===== src/rtl/alu_seq_if.sv =====
// Handshake/data bundle for alu_seq: upstream operand request and downstream result/flags.
// WIDTH must match the WIDTH of the alu_seq instance it connects to.
interface alu_seq_if #(
    parameter int WIDTH = 16
);
    logic             in_valid;
    logic             in_ready;
    logic [WIDTH-1:0] Alu_inputA;
    logic [WIDTH-1:0] Alu_inputB;
    logic [3:0]       Alu_control;
    logic             out_valid;
    logic             out_ready;
    logic [WIDTH-1:0] Alu_result;
    logic             Zero;
    logic             Carry;
    logic             Overflow;
    logic             Negative;
    logic             Err;

    modport slave (
        input  in_valid, Alu_inputA, Alu_inputB, Alu_control, out_ready,
        output in_ready, out_valid, Alu_result, Zero, Carry, Overflow, Negative, Err
    );

    modport master (
        output in_valid, Alu_inputA, Alu_inputB, Alu_control, out_ready,
        input  in_ready, out_valid, Alu_result, Zero, Carry, Overflow, Negative, Err
    );
endinterface


===== src/rtl/alu_seq.sv =====
// Handshaked WIDTH-bit ALU with registered result/flags and iterative shifts.
// Optional iterative shift-add multiplier on opcode 1000 when ALU_MUL_EN is defined.
module alu_seq #(
    parameter int WIDTH = 16
) (
    input  logic       clk,
    input  logic       rst_n,
    alu_seq_if.slave   bus
);
    localparam int SHAMT_W = $clog2(WIDTH);
    localparam int CNT_W   = $clog2(WIDTH + 1);

    localparam logic [1:0] S_IDLE = 2'd0;
    localparam logic [1:0] S_BUSY = 2'd1;
    localparam logic [1:0] S_DONE = 2'd2;

    localparam logic [3:0] OP_ADD = 4'h0;
    localparam logic [3:0] OP_SUB = 4'h1;
    localparam logic [3:0] OP_AND = 4'h2;
    localparam logic [3:0] OP_OR  = 4'h3;
    localparam logic [3:0] OP_XOR = 4'h4;
    localparam logic [3:0] OP_SLT = 4'h5;
    localparam logic [3:0] OP_SHL = 4'h6;
    localparam logic [3:0] OP_SHR = 4'h7;
`ifdef ALU_MUL_EN
    localparam logic [3:0] OP_MUL = 4'h8;
`endif

    logic [1:0]       state;
    logic [3:0]       op_q;
    logic [WIDTH-1:0] a_q;
    logic [CNT_W-1:0] cnt;

    logic [WIDTH-1:0] res_q;
    logic             zero_q;
    logic             carry_q;
    logic             ovf_q;
    logic             neg_q;
    logic             err_q;

    logic [WIDTH-1:0] op_a;
    logic [WIDTH-1:0] op_b;
    logic [3:0]       ctl;
    logic [SHAMT_W-1:0] shamt;

    assign op_a  = bus.Alu_inputA;
    assign op_b  = bus.Alu_inputB;
    assign ctl   = bus.Alu_control;
    assign shamt = op_b[SHAMT_W-1:0];

    logic accept;
    logic start_shift;
    logic start_mul;
    logic start_busy;

    assign accept      = (state == S_IDLE) && bus.in_valid;
    assign start_shift = ((ctl == OP_SHL) || (ctl == OP_SHR)) && (shamt != '0);
`ifdef ALU_MUL_EN
    assign start_mul   = (ctl == OP_MUL);
`else
    assign start_mul   = 1'b0;
`endif
    assign start_busy  = start_shift || start_mul;

    // Single-cycle datapath: evaluated directly on the incoming operands.
    logic [WIDTH:0]   add_w;
    logic [WIDTH:0]   sub_w;
    logic [WIDTH-1:0] res1;
    logic             carry1;
    logic             ovf1;
    logic             err1;

    assign add_w = {1'b0, op_a} + {1'b0, op_b};
    assign sub_w = {1'b0, op_a} - {1'b0, op_b};

    always_comb begin
        res1   = '0;
        carry1 = 1'b0;
        ovf1   = 1'b0;
        err1   = 1'b0;
        case (ctl)
            OP_ADD: begin
                res1   = add_w[WIDTH-1:0];
                carry1 = add_w[WIDTH];
                ovf1   = (op_a[WIDTH-1] == op_b[WIDTH-1]) &&
                         (add_w[WIDTH-1] != op_a[WIDTH-1]);
            end
            OP_SUB: begin
                res1   = sub_w[WIDTH-1:0];
                carry1 = sub_w[WIDTH];
                ovf1   = (op_a[WIDTH-1] != op_b[WIDTH-1]) &&
                         (sub_w[WIDTH-1] != op_a[WIDTH-1]);
            end
            OP_AND: res1 = op_a & op_b;
            OP_OR:  res1 = op_a | op_b;
            OP_XOR: res1 = op_a ^ op_b;
            OP_SLT: res1 = {{(WIDTH-1){1'b0}}, ($signed(op_a) < $signed(op_b))};
            OP_SHL: res1 = op_a;
            OP_SHR: res1 = op_a;
`ifdef ALU_MUL_EN
            OP_MUL: res1 = '0;
`endif
            default: err1 = 1'b1;
        endcase
    end

    // One iteration step; MUL reuses a_q as the right-shifting multiplier.
    logic [WIDTH-1:0] a_step;
    assign a_step = (op_q == OP_SHL) ? (a_q << 1) : (a_q >> 1);

    logic [WIDTH-1:0] fin_res;
    logic             fin_carry;

`ifdef ALU_MUL_EN
    logic [2*WIDTH-1:0] mcand_q;
    logic [2*WIDTH-1:0] acc_q;
    logic [2*WIDTH-1:0] acc_next;

    assign acc_next = a_q[0] ? (acc_q + mcand_q) : acc_q;

    always_ff @(posedge clk or negedge rst_n) begin
        if (!rst_n) begin
            mcand_q <= '0;
            acc_q   <= '0;
        end else if (accept && start_mul) begin
            mcand_q <= {{WIDTH{1'b0}}, op_a};
            acc_q   <= '0;
        end else if (state == S_BUSY) begin
            mcand_q <= mcand_q << 1;
            acc_q   <= acc_next;
        end
    end
`endif

    always_comb begin
        fin_res   = a_step;
        fin_carry = 1'b0;
`ifdef ALU_MUL_EN
        if (op_q == OP_MUL) begin
            fin_res   = acc_next[WIDTH-1:0];
            fin_carry = |acc_next[2*WIDTH-1:WIDTH];
        end
`endif
    end

    always_ff @(posedge clk or negedge rst_n) begin
        if (!rst_n) begin
            state   <= S_IDLE;
            op_q    <= '0;
            a_q     <= '0;
            cnt     <= '0;
            res_q   <= '0;
            zero_q  <= 1'b0;
            carry_q <= 1'b0;
            ovf_q   <= 1'b0;
            neg_q   <= 1'b0;
            err_q   <= 1'b0;
        end else begin
            case (state)
                S_IDLE: begin
                    if (bus.in_valid) begin
                        op_q <= ctl;
                        if (start_busy) begin
                            a_q   <= start_mul ? op_b : op_a;
                            cnt   <= start_mul ? CNT_W'(WIDTH) : CNT_W'(shamt);
                            state <= S_BUSY;
                        end else begin
                            res_q   <= res1;
                            zero_q  <= (res1 == '0);
                            carry_q <= carry1;
                            ovf_q   <= ovf1;
                            neg_q   <= res1[WIDTH-1];
                            err_q   <= err1;
                            state   <= S_DONE;
                        end
                    end
                end
                S_BUSY: begin
                    if (cnt == CNT_W'(1)) begin
                        res_q   <= fin_res;
                        zero_q  <= (fin_res == '0);
                        carry_q <= fin_carry;
                        ovf_q   <= 1'b0;
                        neg_q   <= fin_res[WIDTH-1];
                        err_q   <= 1'b0;
                        state   <= S_DONE;
                    end else begin
                        a_q <= a_step;
                        cnt <= cnt - CNT_W'(1);
                    end
                end
                S_DONE: begin
                    if (bus.out_ready) begin
                        state <= S_IDLE;
                    end
                end
                default: state <= S_IDLE;
            endcase
        end
    end

    assign bus.in_ready   = (state == S_IDLE);
    assign bus.out_valid  = (state == S_DONE);
    assign bus.Alu_result = res_q;
    assign bus.Zero       = zero_q;
    assign bus.Carry      = carry_q;
    assign bus.Overflow   = ovf_q;
    assign bus.Negative   = neg_q;
    assign bus.Err        = err_q;
endmodule


===== src/flat_wrapper.sv =====
// flat-port wrapper written by rule: the top's interface ports become plain ports
module alu_seq_flat 
#(
    parameter int WIDTH = 16
)
  (clk, rst_n, bus_in_valid, bus_Alu_inputA, bus_Alu_inputB, bus_Alu_control, bus_out_ready, bus_in_ready, bus_out_valid, bus_Alu_result, bus_Zero, bus_Carry, bus_Overflow, bus_Negative, bus_Err);
  alu_seq_if #(.WIDTH(WIDTH)) bus_i ();
  input  logic clk;
  input  logic rst_n;
  input wire logic [$bits(bus_i.in_valid)-1:0] bus_in_valid;
  input wire logic [$bits(bus_i.Alu_inputA)-1:0] bus_Alu_inputA;
  input wire logic [$bits(bus_i.Alu_inputB)-1:0] bus_Alu_inputB;
  input wire logic [$bits(bus_i.Alu_control)-1:0] bus_Alu_control;
  input wire logic [$bits(bus_i.out_ready)-1:0] bus_out_ready;
  output wire logic [$bits(bus_i.in_ready)-1:0] bus_in_ready;
  output wire logic [$bits(bus_i.out_valid)-1:0] bus_out_valid;
  output wire logic [$bits(bus_i.Alu_result)-1:0] bus_Alu_result;
  output wire logic [$bits(bus_i.Zero)-1:0] bus_Zero;
  output wire logic [$bits(bus_i.Carry)-1:0] bus_Carry;
  output wire logic [$bits(bus_i.Overflow)-1:0] bus_Overflow;
  output wire logic [$bits(bus_i.Negative)-1:0] bus_Negative;
  output wire logic [$bits(bus_i.Err)-1:0] bus_Err;
  assign bus_i.in_valid = bus_in_valid;
  assign bus_i.Alu_inputA = bus_Alu_inputA;
  assign bus_i.Alu_inputB = bus_Alu_inputB;
  assign bus_i.Alu_control = bus_Alu_control;
  assign bus_i.out_ready = bus_out_ready;
  assign bus_in_ready = bus_i.in_ready;
  assign bus_out_valid = bus_i.out_valid;
  assign bus_Alu_result = bus_i.Alu_result;
  assign bus_Zero = bus_i.Zero;
  assign bus_Carry = bus_i.Carry;
  assign bus_Overflow = bus_i.Overflow;
  assign bus_Negative = bus_i.Negative;
  assign bus_Err = bus_i.Err;
  alu_seq #(.WIDTH(WIDTH)) u_core (.clk(clk), .rst_n(rst_n), .bus(bus_i));
endmodule

===== config.mk =====
export PLATFORM = sky130hd
export DESIGN_NAME = alu_seq_flat
export DESIGN_NICKNAME = d
export VERILOG_FILES = /design/src/rtl/alu_seq_if.sv /design/src/rtl/alu_seq.sv /design/src/flat_wrapper.sv
export SDC_FILE = /design/constraint.sdc
export NUM_CORES = 1
export LEC_CHECK = 0
export ABC_AREA = 1
export BUFFER_PORTS_ARGS = -buffer_cell sky130_fd_sc_hd__buf_2
export CAP_MARGIN = 20
export CORE_MARGIN = 3
export CORE_UTILIZATION = 40
export DETAILED_ROUTE_END_ITERATION = 16
export SLEW_MARGIN = 20
export SYNTH_ARGS = -nofsm -noshare
export SYNTH_HDL_FRONTEND = slang
export SYNTH_SLANG_ARGS = --single-unit

===== constraint.sdc =====
create_clock -name clk -period 3.5 [get_ports clk]
set_input_delay 0.7 -clock clk [delete_from_list [all_inputs] [get_ports clk]]
set_output_delay 0.7 -clock clk [all_outputs]
set_load 0.005 [all_outputs]

== Word-level counts from Yosys, hierarchy flattened ==
Cells that the tools add are included.

* Add/subtract/negate cells: 3
* $mul: 0
* Div/mod/pow operators: 0
* Magnitude comparators: 1
* Equality and inequality tests: 21
* Shift-type cells: 0
* Mux-type cells: 40
* Bitwise logic cells: 3
* Reduce and logical (&&, ||, !) cells: 16

{| class="wikitable"
|+ Operators with widths
! operator !! count
|-
| $mux 16 || 7
|-
| $pmux 16 s7 || 1
|-
| $pmux 16 s2 || 2
|-
| $logic_not 16->1 || 2
|-
| $eq 4x3->1 const B || 5
|-
| $add 16x16->17 || 1
|-
| $sub 16x16->17 || 1
|-
| $and 16x16->16 || 1
|-
| $lt 16x16->1 || 1
|-
| $or 16x16->16 || 1
|-
| $xor 16x16->16 || 1
|-
| $mux 5 || 3
|-
| $mux 1 || 14
|-
| $pmux 1 s2 || 7
|-
| $pmux 5 s2 || 1
|-
| $eq 4x2->1 const B || 2
|-
| $mux 2 || 4
|-
| $ne 2x2->1 const B || 4
|-
| $reduce_and 4->1 || 2
|-
| $reduce_or 8->1 || 1
|-
| $pmux 2 s3 || 1
|-
| $eq 5x1->1 const B || 1
|-
| $sub 5x1->5 const B || 1
|-
| $eq 4x1->1 const B || 1
|-
| 14 further kinds || 19
|}

* Register bits after elaboration: 48
* Bits in latches: 0
* Memory bits (writable): 0
* Bits in read-only memories: 0
* Bits of input ports: 40
* Output and inout port bits: 23
* Word-level logic and storage cells: 94
* Memories: 0

== Depth between registers and ports, before layout ==
* Depth in word-level cells: 7
* Gate-level depth with buffers: 19
* Gate-level depth less buffers: 19

== Worst setup path before layout ==
OpenSTA, ideal clock, no wires.

* Path type: input port to flip-flop
* From: input port bus_Alu_inputA[0]
* To: register u_core.zero_q (netlist: u_core.bus.Zero)
* Setup time: 69 ps
* Arrival: 2354 ps
* Required time: 3431 ps
* Path slack: 1078 ps
* Stages on the path: 17
* Path buffers: 0
* Cell sequence: inv_1 > ha_1 > fa_1 > inv_1 > nand2_1 > nand2_1 > and2_1 > o21ai_1 > nand2_1 > nand2_1 > nor2_1 > nand3_1 > nor2_1 > nand3_1 > nor2_1 > nor2_1 > nor2_2

* Word-level cells in the longest chain between the ends: 6
* Elaborated cells between the ends (all ways): 11
* Classes of those cells: 2 x add/sub; 1 x order compare; 4 x mux; 3 x bitwise; 1 x reduce/logical

{| class="wikitable"
|+ Ends and longest elaborated chain
! what !! line !! source
|-
| start: declaration || flat_wrapper.sv:11 || <nowiki>input wire logic [$bits(bus_i.Alu_inputA)-1:0] bus_Alu_inputA;</nowiki>
|-
| $sub 16x16->17, or another cell as far along || alu_seq.sv:74 || <nowiki>assign sub_w = {1'b0, op_a} - {1'b0, op_b};</nowiki>
|-
| $pmux 16 s7 * || alu_seq.sv:81 || <nowiki>case (ctl)</nowiki>
|-
| $logic_not 16->1 * || alu_seq.sv:169 || <nowiki>zero_q <= (res1 == '0);</nowiki>
|-
| $mux 1 * || alu_seq.sv:163 || <nowiki>if (start_busy) begin</nowiki>
|-
| $mux 1 * || alu_seq.sv:161 || <nowiki>if (bus.in_valid) begin</nowiki>
|-
| $pmux 1 s2 * || alu_seq.sv:159 || <nowiki>case (state)</nowiki>
|-
| end signal: assignment || alu_seq.sv:169 ||
|-
| end signal: assignment || alu_seq.sv:181 || <nowiki>zero_q <= (fin_res == '0);</nowiki>
|-
| end: declaration || alu_seq.sv:35 || <nowiki>logic zero_q;</nowiki>
|}

Mark *: on every way between the ends. The rest lies on a longest branch, timed or not. The select of a mux whose other input is x is not followed.
A chain may end at the register's enable or synchronous reset.

== Worst setup path in the final report ==
Ends and elaborated chain as after synthesis.

==> results.tsv <==
stage	metric	value	unit
yosys	Seq cells post-synth	47	
yosys	post-synthesis cell count	872	
global_routing	grt ovf	0	
sta	Peak Freq	0.371	GHz
sta	setup violators final	0	
floorplanning	Die W	124	um
critical_path	startpoint types	primary input	
flow_run	Max-Cap Viols	0	
global_routing	total track usage	24.2	%
placed_design	routability cong.	0.954	
global_routing	largest net degree at the start of global routing	48	
global_routing	first-pass GRT wire length	29000	um
sta	RSZ-0062 raised after global routing	no	
final_layout	Final nets	1019	
critical_path	critical path fanouts, max	4	
clock_tree	clk buf depth	2	
routing	drt wl/cell	16.4	um
sta	Fin Setup TNS	0	ns
clock_tree	clock sink total	47	
outcome	status	completed	
yosys	top post-synthesis cells by area	dfrtp_1 21%, nand2_1 16%, ha_1 13%	
power	Cell Pwr Density	517	nW/um2
critical_path	reg2reg setup slack	0.94	ns
yosys	Yosys warnings	0	
placed_design	post-DP HPWL	14300	um
critical_path	WP data arrival	2.91	ns
yosys	Netlist cell types	44	
clock_tree	Post-CTS Setup Repair Bufs	0	
yosys	syn nets	973	
clock_tree	PostCTS Resize Cnt	0	
yosys	number of flops mapped to enable cells by yosys	0	
critical_path	critical path endpoint category	flip-flop	
yosys	main flop type after synthesis	dfrtp_1	
critical_path	Reg-to-Reg Start	u_core.op_q[0]	
hold_path	Min-Delay Path Class	in2async	
global_routing	vias in the first global route	5562	
routing	drt drc	0	
routing	DRT Pass-1 Iters	5	
clock_tree	Clk pin slew, worst setup/hold paths	0.07	ns
critical_path	WS Path Type	in2reg	
power	static leakage	3.30	nW
clock_tree	H-tree depth	2	
sta	Clock Skew	0.00752	ns
floorplanning	Top Ports	63	
global_routing	initial antenna violation count	0	
floorplanning	Initial Util	41.4	%
final_layout	ant diodes	0	
critical_path	R2R depth	10	
clock_tree	# hold bufs at CTS	0	
routing	WL final	17900	um
clock_tree	Worst-Skew Late Latency	0.29	ns
sta	Worst slew margin	39.4	%
yosys	cell area after synthesis	5550	um2
power	maximum VDD drop	0.313	mV
floorplanning	core area	13400	um2
floorplanning	cell row count	42	
floorplanning	DIE AREA	15300	um2
yosys	Async SR Flop Fraction	100	%
final_layout	share of layout cells above drive strength 1	14.5	%
routing	initial DRC count	548	
yosys	area leader, netlist	dfrtp_1	
critical_path	Reg-to-Reg End	u_core.bus.Zero	
sta	post-layout min period	2.69	ns
routing	via count	5777	
clock_tree	TritonCTS clock tree	done	
sta	Slew Viols, Final	0	
yosys	top-area cell type share of the netlist area	21.2	%
placed_design	# port buffers	62	
final_layout	Area Growth Syn to Fin	9.88	%
sta	Least-Margin Pin Slew	0.906	ns
routing	Routed Antenna Nets	0	
floorplanning	die height	124	um
routing	Via density	5.29	
clock_tree	Clock Root Buffer	clkbuf_16	
sta	final worst path period share	76.9	%
yosys	sequential area share after synthesis	21.2	%
critical_path	CP required	3.72	ns
sta	Hold Vio Cnt, Final	0	
clock_tree	CTS Buf Count	5	
yosys	syn avg cell area	6.36	um2
power	Pwr Total	3.15	mW
==> report_power, final <==
part / switching, mW / leakage (nW) / internal (mW)
Sequential: 0.155 / 0.589 / 0.800
Combinational: 1.12 / 2.65 / 0.637
Clock: 0.189 / 0.0628 / 0.257
Total: 1.46 / 3.30 / 1.69
==> kinds of logic after synthesis <==
logic type / count (synthesis) / synth area share, %
flip-flops: 47 / 21.2
adder cells (fa/ha/maj): 61 / 14.0
multiplexers: 3 / 0.541
AO/OA/AOI/OAI: 135 / 15.6
AND/OR/NAND/NOR: 463 / 36.5
XOR/XNOR: 3 / 0.474
buffers and inverters: 160 / 11.7
==> worst max-delay path by stage <==
stage                      end              start  cells after the start  slack (ns)
2_1_floorplan  u_core.bus.Zero  bus_Alu_inputA[0]                     17        1.08
3_3_place_gp   u_core.bus.Zero  bus_Alu_inputA[7]                     14        0.52
3_5_place_dp   u_core.bus.Zero  bus_Alu_inputB[2]                     17        0.48
4_1_cts        u_core.bus.Zero  bus_Alu_inputB[2]                     17        0.78
5_1_grt        u_core.bus.Zero  bus_Alu_inputA[0]                     19        0.64
6_report       u_core.bus.Zero  bus_Alu_inputA[0]                     17        0.81
==> flip-flops by register name, indices dropped and copies added, names as in the netlist <==
register	count
u_core.op_q	4
u_core.bus.Overflow	1
u_core.bus.Err	1
u_core.state	2
u_core.a_q	16
u_core.bus.Alu_result	16
u_core.bus.Zero	1
u_core.cnt	5
u_core.bus.Carry	1
==> critical path, stage by stage <==
cell and delay [ns]:
buf_2 0.10, inv_1 0.08, ha_1 0.24, fa_1 0.43, inv_1 0.10, nand2_1 0.05, nand2_1 0.09, nand4_1 0.15
nand2_1 0.18, nand2_1 0.07, nand3_1 0.07, nand4_1 0.18, nor2_1 0.16, nand3_1 0.09, nor2_1 0.09, nor2_1 0.05
nor2_2 0.07
==> cells in the mapped netlist (2+ instances only) <==
library cell  instances
clkinv_1              2
nand3_2               4
nand3b_1              3
or2_2                13
dfrtp_1              47
clkbuf_1              5
a21oi_1              34
o21ai_1               6
nand3_1              83
a21oi_2               2
ha_1                 59
o221ai_1             18
nor3_1                7
and2_1                3
fa_1                  2
o21bai_1              2
o211ai_1             11
buf_4                 2
xor2_1                2
nand2_1             236
inv_1               113
buf_6                 2
inv_2                17
o22ai_1              12
a211oi_2              2
o21a_1                6
a21boi_0              4
o21ai_0              33
nor2_1               82
buf_2                19
nand4_1              10
nor2_2                8
mux2i_1               3
nand2_2               9
nor2_4                2
==> layout by cell type (no fill, tap or decap), types with 12 or more instances in the layout <==
cell,synthesis,layout
inv_2,17,17
inv_1,113,113
or2_2,13,13
o21ai_0,33,33
nand3_1,83,83
a21oi_1,34,34
nor2_1,82,82
o221ai_1,18,18
nand2_1,236,236
ha_1,59,59
o22ai_1,12,12
buf_2,19,61
dfrtp_1,47,47
==> stage by stage <==
stage | util (%) | setup slack, ns | std cells | cell area [um2] | hold slack (ns)
after detailed placement | 44.5 | 0.481 | 1087 | 5960 | 0.461
after global routing | 45.5 | 0.638 | 1093 | 6090 | 0.468
after floorplan | - | 1.08 | 872 | 5550 | 0.404
final | 45.5 | 0.807 | 1093 | 6090 | 0.423
after global placement | 44.5 | 0.516 | 1087 | 5960 | 0.464
after CTS | 45.5 | 0.776 | 1093 | 6090 | 0.477
==> routing by layer <==
| metal | GRT usage (%) | up-vias | part of all wire, % |
|---|---|---|---|
| met5 | 0 | - | 0 |
| met2 | 40.2 | 197 | 46 |
| met1 | 33.2 | 2635 | 46 |
| li1 | - | 2912 | - |
| met4 | 6.23 | 0 | 2.6 |
| met3 | 3.00 | 33 | 5.0 |
==> final cells by class <==
cell class | count | area (um2)
multi-input cells | 665 | 3720
flip-flops and latches | 47 | 1180
inverters | 132 | 495
clock buffers | 6 | 129
repair buffers | 67 | 350
fillers | 1460 | 7310
well taps | 176 | 220
Power figures use the tool's default switching activity.
